===== config.mk =====
export PLATFORM = sky130hd
export DESIGN_NAME = bp_be_dcache_plru_array
export DESIGN_NICKNAME = d
export VERILOG_FILES = /design/src/rtl/bp_be_dcache_plru_array.sv
export SDC_FILE = /design/constraint.sdc
export NUM_CORES = 1
export LEC_CHECK = 0
export ABC_AREA = 0
export CAP_MARGIN = 5
export CORE_ASPECT_RATIO = 1.75
export CORE_MARGIN = 1.5
export CORE_UTILIZATION = 61
export CTS_CLUSTER_SIZE = 10
export DETAILED_ROUTE_END_ITERATION = 10
export GPL_ROUTABILITY_DRIVEN = 1
export PLACE_DENSITY_LB_ADDON = 0.3
export SETUP_SLACK_MARGIN = 0.1
export SKIP_LAST_GASP = 1
export SYNTH_ARGS = -nofsm -noshare
export SYNTH_HDL_FRONTEND = slang
export SYNTH_SLANG_ARGS = --single-unit

===== constraint.sdc =====
create_clock -name clk_i -period 8.06 [get_ports clk_i]
set_clock_uncertainty 0.2 [all_clocks]
set_input_delay 1.612 -clock clk_i [delete_from_list [all_inputs] [get_ports clk_i]]
set_output_delay 1.612 -clock clk_i [all_outputs]
set_load 0.03 [all_outputs]

===== src/rtl/bp_be_dcache_plru_array.sv =====
// Tree-PLRU state store and victim selector for the D$, one (ways_p-1)-bit
// tree per set, swept to zero after reset, with a registered victim result.
module bp_be_dcache_plru_array #(
  parameter  int ways_p     = 8,
  parameter  int sets_p     = 64,
  localparam int lg_ways_lp = $clog2(ways_p),
  localparam int lg_sets_lp = (sets_p > 1) ? $clog2(sets_p) : 1
) (
  input  logic                  clk_i,
  input  logic                  reset_n_i,
  output logic                  ready_o,
  input  logic                  touch_v_i,
  input  logic [lg_sets_lp-1:0] touch_set_i,
  input  logic [lg_ways_lp-1:0] touch_way_i,
  input  logic                  victim_v_i,
  input  logic [lg_sets_lp-1:0] victim_set_i,
  input  logic [ways_p-1:0]     invalid_mask_i,
  output logic                  victim_v_o,
  output logic [lg_ways_lp-1:0] victim_way_o,
  output logic                  victim_invalid_o
);

  typedef enum logic [0:0] {
    e_init  = 1'b0,
    e_ready = 1'b1
  } state_e;

  localparam logic [lg_sets_lp-1:0] last_set_lp = lg_sets_lp'(sets_p - 1);

  state_e                state_q, state_d;
  logic [lg_sets_lp-1:0] cnt_q, cnt_d;
  logic                  victim_v_q, victim_v_d;
  logic [lg_ways_lp-1:0] victim_way_q, victim_way_d;
  logic                  victim_invalid_q, victim_invalid_d;

  logic [ways_p-2:0]     plru_mem_q [sets_p];

  logic                  mem_we_s;
  logic [lg_sets_lp-1:0] mem_waddr_s;
  logic [ways_p-2:0]     mem_wdata_s;
  logic [lg_sets_lp-1:0] touch_idx_s, victim_idx_s;
  logic                  touch_ok_s;
  logic [ways_p-2:0]     touch_row_s, victim_row_s;

  // Single-set designs ignore the set index; out-of-range indices map to set 0.
  function automatic logic [lg_sets_lp-1:0] set_idx(input logic [lg_sets_lp-1:0] s);
    logic [lg_sets_lp-1:0] r;
    if (sets_p == 1) begin
      r = '0;
    end else if (int'(s) < sets_p) begin
      r = s;
    end else begin
      r = '0;
    end
    return r;
  endfunction

  function automatic logic [ways_p-2:0] touch_update(input logic [ways_p-2:0] row,
                                                     input logic [lg_ways_lp-1:0] way);
    logic [ways_p-2:0] upd;
    logic              b;
    int                node;
    upd  = row;
    node = 0;
    for (int l = 0; l < lg_ways_lp; l++) begin
      b         = way[lg_ways_lp-1-l];
      upd[node] = ~b;
      node      = 2 * node + 1 + int'(b);
    end
    return upd;
  endfunction

  function automatic logic [lg_ways_lp-1:0] plru_walk(input logic [ways_p-2:0] row);
    logic [lg_ways_lp-1:0] way;
    logic                  b;
    int                    node;
    way  = '0;
    node = 0;
    for (int l = 0; l < lg_ways_lp; l++) begin
      b                     = row[node];
      way[lg_ways_lp-1-l]   = b;
      node                  = 2 * node + 1 + int'(b);
    end
    return way;
  endfunction

  function automatic logic [lg_ways_lp-1:0] lowest_set(input logic [ways_p-1:0] mask);
    logic [lg_ways_lp-1:0] idx;
    idx = '0;
    for (int i = ways_p - 1; i >= 0; i--) begin
      if (mask[i]) begin
        idx = lg_ways_lp'(i);
      end
    end
    return idx;
  endfunction

  assign touch_idx_s  = set_idx(touch_set_i);
  assign victim_idx_s = set_idx(victim_set_i);
  assign touch_ok_s   = (sets_p == 1) || (int'(touch_set_i) < sets_p);
  assign touch_row_s  = plru_mem_q[touch_idx_s];
  assign victim_row_s = plru_mem_q[victim_idx_s];

  // Next-state, sweep counter and victim result; lookup reads pre-touch state.
  always_comb begin
    state_d          = state_q;
    cnt_d            = cnt_q;
    victim_v_d       = 1'b0;
    victim_way_d     = victim_way_q;
    victim_invalid_d = victim_invalid_q;
    case (state_q)
      e_init: begin
        if (cnt_q == last_set_lp) begin
          state_d = e_ready;
          cnt_d   = '0;
        end else begin
          cnt_d = cnt_q + lg_sets_lp'(1);
        end
      end
      e_ready: begin
        if (victim_v_i) begin
          victim_v_d = 1'b1;
          if (|invalid_mask_i) begin
            victim_way_d     = lowest_set(invalid_mask_i);
            victim_invalid_d = 1'b1;
          end else begin
            victim_way_d     = plru_walk(victim_row_s);
            victim_invalid_d = 1'b0;
          end
        end else begin
          victim_v_d = 1'b0;
        end
      end
      default: begin
        state_d = e_init;
        cnt_d   = '0;
      end
    endcase
  end

  // Memory write port: sweep clears during INIT, touches update during READY.
  always_comb begin
    mem_we_s    = 1'b0;
    mem_waddr_s = '0;
    mem_wdata_s = '0;
    if (!reset_n_i) begin
      mem_we_s = 1'b0;
    end else if (state_q == e_init) begin
      mem_we_s    = 1'b1;
      mem_waddr_s = cnt_q;
      mem_wdata_s = '0;
    end else if (touch_v_i && touch_ok_s) begin
      mem_we_s    = 1'b1;
      mem_waddr_s = touch_idx_s;
      mem_wdata_s = touch_update(touch_row_s, touch_way_i);
    end else begin
      mem_we_s = 1'b0;
    end
  end

  // Control and output registers with synchronous active-low reset.
  always_ff @(posedge clk_i) begin
    if (!reset_n_i) begin
      state_q          <= e_init;
      cnt_q            <= '0;
      victim_v_q       <= 1'b0;
      victim_way_q     <= '0;
      victim_invalid_q <= 1'b0;
    end else begin
      state_q          <= state_d;
      cnt_q            <= cnt_d;
      victim_v_q       <= victim_v_d;
      victim_way_q     <= victim_way_d;
      victim_invalid_q <= victim_invalid_d;
    end
  end

  // PLRU bit storage; cleared by the sweep rather than by reset.
  always_ff @(posedge clk_i) begin
    if (mem_we_s) begin
      plru_mem_q[mem_waddr_s] <= mem_wdata_s;
    end
  end

  assign ready_o          = (state_q == e_ready);
  assign victim_v_o       = victim_v_q;
  assign victim_way_o     = victim_way_q;
  assign victim_invalid_o = victim_invalid_q;

endmodule


# Word-level counts from Yosys, hierarchy flattened

Memory sizes are Yosys's and may differ from the RTL's.
Index checks and enable logic that the tools add are counted.

Add/subtract/negate cells: 7
Multiply operators: 0
Div/mod/pow operators: 0
$lt $le $gt $ge: 6
Eq/ne operators: 1
Shift operators: 0
Mux-type cells: 37
Bitwise gates (word level): 3
Reductions and logical operators: 5

Operator list:

| operator            | count |
|---|---|
| $mux 3              | 9 |
| $mux 6              | 4 |
| $mux 7              | 3 |
| $mux 1              | 15 |
| $bwmux 7            | 2 |
| $add 4x1->5         | 2 |
| $lt 5x4->1 const B  | 2 |
| $add 3x1->4 const B | 2 |
| $lt 2x4->1 const B  | 2 |
| $reduce_or 8->1     | 1 |
| $add 6x1->6 const B | 1 |
| $bmux 1 s3          | 2 |
| $demux 1 s3         | 2 |
| $eq 6x6->1 const B  | 1 |
| $ge 5x1->1 const B  | 1 |
| $add 1x1->2 const A | 2 |
| $reduce_and 2->1    | 2 |
| $not 1->1           | 3 |
| $ge 2x1->1 const B  | 1 |
| $logic_and 1x1->1   | 2 |

Bits in registers: 12
Bits in latches: 0
Bits in writable memories: 448
Memory bits (read-only): 0
Input port bits: 27
Output and inout port bits: 6
Word-level logic and storage cells: 65
Memories kept: 1

Memory list:

| memory     | depth | bits a word | read ports | clocked after memory_dff | wr ports | line | RTL |
|---|---|---|---|---|---|---|---|
| plru_mem_q | 64    | 7           | 2          | 0                        | 1        | 36   | `logic [ways_p-2:0] plru_mem_q [sets_p];` |

# Longest topological paths before layout

Word-level depth: 11
Depth in mapped cells: 19
Gate-level depth less buffers: 15

# Least setup slack after synthesis

Ideal clock, no wire load.

Path kind: in2reg
From: in touch_set_i[2]
To: mem plru_mem_q[0][1] (netlist bit) (data pin)
Library setup time: 681 ps
Arrival: 5538 ps
Data required time: 7179 ps
Slack: 1640 ps
Cell stages on the path: 6
Buffers on the path: 2
Cell sequence: clkbuf_1 -> buf_1 -> mux4_2 -> mux4_2 -> a21oi_1 -> nor3_1

Cells in the longest elaborated chain, start to end: 6

RTL lines:

| item                   | line | RTL |
|---|---|---|
| start, declared        | 13   | `input logic [lg_sets_lp-1:0] touch_set_i,` |
| $mem_v2 64x7           | n/a  |  |
| $bwmux 7 (2 in series) | 67   | `upd[node] = ~b;` |
| $mux 7                 | 152  | `end else if (touch_v_i && touch_ok_s) begin` |
| $mux 7                 | 148  | `end else if (state_q == e_init) begin` |
| $mux 7                 | 146  | `if (!reset_n_i) begin` |
| via mem_wdata_s[1]     | 40   | `logic [ways_p-2:0] mem_wdata_s;` |
| end, declared          | 36   |  |

The timed path passes the listed nets, and every way through them passes these cells.

# Final worst setup path

From: in victim_set_i[3]
To: reg victim_way_q[0] (netlist: victim_way_o[0])

Cells in the longest elaborated chain, start to end: 10
Elaborated cells between the ends (all ways): 11
Those cells by class: add/sub: 3; mux: 7; memory: 1

RTL lines:

| item                                         | line | RTL |
|---|---|---|
| start, declared                              | 16   | `input logic [lg_sets_lp-1:0] victim_set_i,` |
| $mem_v2 64x7 *                               | n/a  |  |
| $add 1x1->2                                  | 82   | `node = 2 * node + 1 + int'(b);` |
| $bmux 1 s3                                   | 80   | `b = row[node];` |
| $mux 1 (not written as such) (2 in series)   | 80   |  |
| $add 4x1->5                                  | 82   |  |
| $bmux 1 s3 *                                 | 80   |  |
| $mux 1 (not written as such) * (2 in series) | 80   |  |
| $mux 3 *                                     | 123  | `if (\|invalid_mask_i) begin` |
| end signal, assigned                         | 173  | `victim_way_q <= victim_way_d;` |
| end, declared                                | 33   | `logic [lg_ways_lp-1:0] victim_way_q, victim_way_d;` |

Mark *: on every way between the ends. The rest lies on a longest branch, timed or not. The select of a mux whose other input is x is not followed.
A chain may end at the register's enable or synchronous reset.

==> key figures <==
Logic synthesis
  – Mean post-synth cell area: 19.5 µm²
  – EDFF count, synth: 448
  – Syn nets: 1,140
  – Gate count after technology mapping: 1,106
  – Mapped cell area: 21,500 µm²
  – Asr flop ratio synth: 0%
  – Synthesis-stage register bit count: 460
  – Seq/Total Area, Yosys: 63.6%
  – Ys Warns: 0
  – Cell variety after synth: 64
  – Predominant post-synthesis flop cell: edfxtp_1

Drt
  – Vias per inst: 7.50
  – Post-route ant nets: 0
  – DRT iter0 DRCs: 1,662
  – Drt first pass iters: 5
  – # DRC: 0
  – Avg WL per Cell: 35.9 µm
  – Final WL: 58,000 µm
  – Via count: 12,100

Clock network
  – TritonCTS clock tree: built
  – Inserted Clock Buffers: 51
  – Clock Pin Slew Worst Setup and Hold Paths: 0.06 ns
  – Post-CTS Resized: 0
  – Postcts setup bufs: 0
  – Root buf cell: clkbuf_16
  – Clock Sinks: 460
  – Hold_buf cts: 0
  – CTS Buffer Depth: 3
  – Clk_lat worst skew: 0.58 ns
  – Htree depth: 2

Place
  – Routability cong.: 0.920
  – Post-DP Area: 22,300 µm²
  – Port Buffer Count: 32
  – Post-DP HPWL: 38,600 µm

Final layout
  – Most common cell after layout, fill and taps aside: edfxtp_1
  – Share of post-route cells with drive strength above 1: 30.0%
  – Area Growth Syn to Fin: 9.98%
  – NumNets Final: 1,179
  – # fillers: 2,170
  – Commonest non-fill, non-tap cells in the layout: edfxtp_1 (448), mux4_2 (237), nor2_1 (81), clkbuf_16 (52), nand2_1 (38)
  – Finished Cell Area: 23,700 µm²
  – ANT cells: 0

Floorplan
  – Width of the die: 145 µm
  – Starting Density: 62.3%
  – Die H: 251 µm
  – Io pins: 33
  – Core area: 34,600 µm²
  – Die area: 36,500 µm²
  – Cell Rows: 90

Pwr
  – Lkg Pwr: 0.00752 µW
  – Pwr Density: 208 nW/µm²
  – Maximum vdd drop: 0.000158 V
  – Power, Total: 4920 µW

Min path
  – Hold Path Class: reg2reg
  – Hold Path Cell Cnt: 2

Critical path
  – Critical Path AT: 6.45 ns
  – Crit start category: primary input
  – Crit Path Class: in2reg
  – Depth of the worst register-to-register path: 14
  – Crit-path cells: clkdlybuf4s50_1, inv_2, nand2_1, o221ai_1, o21ai_0, a22oi_4, mux2i_4, ha_1, inv_1, a311o_1, a2111oi_0, o21bai_1, a21oi_1, a211o_1, a211oi_2
  – Max stage delay on crit path: 0.94 ns
  – Data required time of the worst path: 8.33 ns
  – Endpoint class of the critical path: flop
  – Critical Path Fanout Max: 25
  – Slowest cell on crit path: clkdlybuf4s50_1

STA
  – Crit share post-route: 76.8%
  – Fmax: 162 MHz
  – Hold Vio Cnt, Final: 0
  – Slew @ Worst Pin: 1.07 ns
  – Final min period: 6.19 ns
  – Rel. slew slack: 28.8%
  – Slew Viols, Final: 0
  – RSZ-0062 raised after global routing: no
  – Fin Setup TNS: 0 ns
  – Final setup vio count: 0

GRT
  – Initial antenna violation count: 1
  – Largest net degree at the start of global routing: 65
  – Vias in the first global route: 12,500
  – Total track usage: 33.1%
  – Global-route wire length before repair: 85,400 µm
  – Global route overflow: 0

Run
  – Max-cap check violation count: 0

Status
  – Outcome: finished clean
[critical path: cells and delay by family]
family,cells,cell delay (ns)
AO/OA/AOI/OAI,9,2.33
buffers and inverters,3,1.59
multiplexers,1,0.37
adder cells (fa/ha/maj),1,0.34
AND/OR/NAND/NOR,1,0.20
[sequential cells by signal, summed over array words and instances (netlist names)]
name	flops
cnt_q	6
plru_mem_q	448
ready_o	1
victim_invalid_o	1
victim_v_o	1
victim_way_o	3
[layer usage]
layer	share of wire, %	global-route usage [%]	up-vias
met5	0.024	0	-
met4	7.1	20.9	2
met3	9.3	5.80	192
met2	51	55.0	867
met1	33	40.6	6248
li1	-	-	4798
[power breakdown]
part | switching, µW | internal (µW) | leakage [µW]
registers | 5.03 | 2590 | 0.00441
clock network | 858 | 1150 | 0.000663
logic | 183 | 135 | 0.00244
total | 1050 | 3870 | 0.00752
[cell families after synthesis]
group	after synthesis	synth area share, %
muxes	262	26.4
adders and majority gates	7	0.407
and+or+nand+nor	187	3.94
buffers and inverters	85	1.99
xor gates and xnor gates	2	0.0814
DFF	460	63.6
AOI/OAI and AO/OA	103	3.55
[worst paths after layout]
kind                                start                      endpoint  slack, ns
max                       victim_set_i[3]  victim_way_o[0]$_SDFFE_PN0P_       1.87
min          victim_way_o[2]$_SDFFE_PN0P_  victim_way_o[2]$_SDFFE_PN0P_       0.33
max reg2reg    plru_mem_q[9][0]$_DFFE_PP_  victim_way_o[0]$_SDFFE_PN0P_       3.50
min reg2reg  victim_way_o[2]$_SDFFE_PN0P_  victim_way_o[2]$_SDFFE_PN0P_       0.33
[through the flow]
stage	setup WS (ns)	std cells	util, %	hold WS [ns]
after floorplan	1.64	1106	-	0.355
after global placement	1.57	1552	64.5	0.304
after detailed placement	1.46	1552	64.5	0.319
after CTS	2.01	1615	68.5	0.337
after global routing	1.63	1615	68.5	0.389
final	1.87	1615	68.5	0.331
[cell type report]
| type | instances | area [µm²] | area share, % |
|---|---|---|---|
| sequential | 460 | 13700 | 57.8 |
| inverter | 13 | 48.8 | 0.206 |
| multi-input combinational | 561 | 7460 | 31.5 |
| timing repair buffer | 58 | 533 | 2.25 |
| clock inverter | 2 | 25.0 | 0.106 |
| clock buffer | 61 | 1340 | 5.64 |
| tap | 460 | 576 | 2.43 |
[synthesized netlist by cell type (12+ instances only)]
| library cell | number | area, µm² |
|---|---|---|
| o21ai_0 | 19 | 95.1 |
| nor2_1 | 85 | 319 |
| nand3_1 | 15 | 75.1 |
| mux4_2 | 237 | 5340 |
| a22oi_1 | 14 | 105 |
| nor2b_1 | 12 | 75.1 |
| mux2i_1 | 15 | 150 |
| nand2_1 | 38 | 143 |
| buf_2 | 25 | 125 |
| clkbuf_1 | 27 | 101 |
| dfxtp_1 | 12 | 240 |
| a21oi_1 | 17 | 85.1 |
| edfxtp_1 | 448 | 13500 |
(Power assumes the default switching activity.)
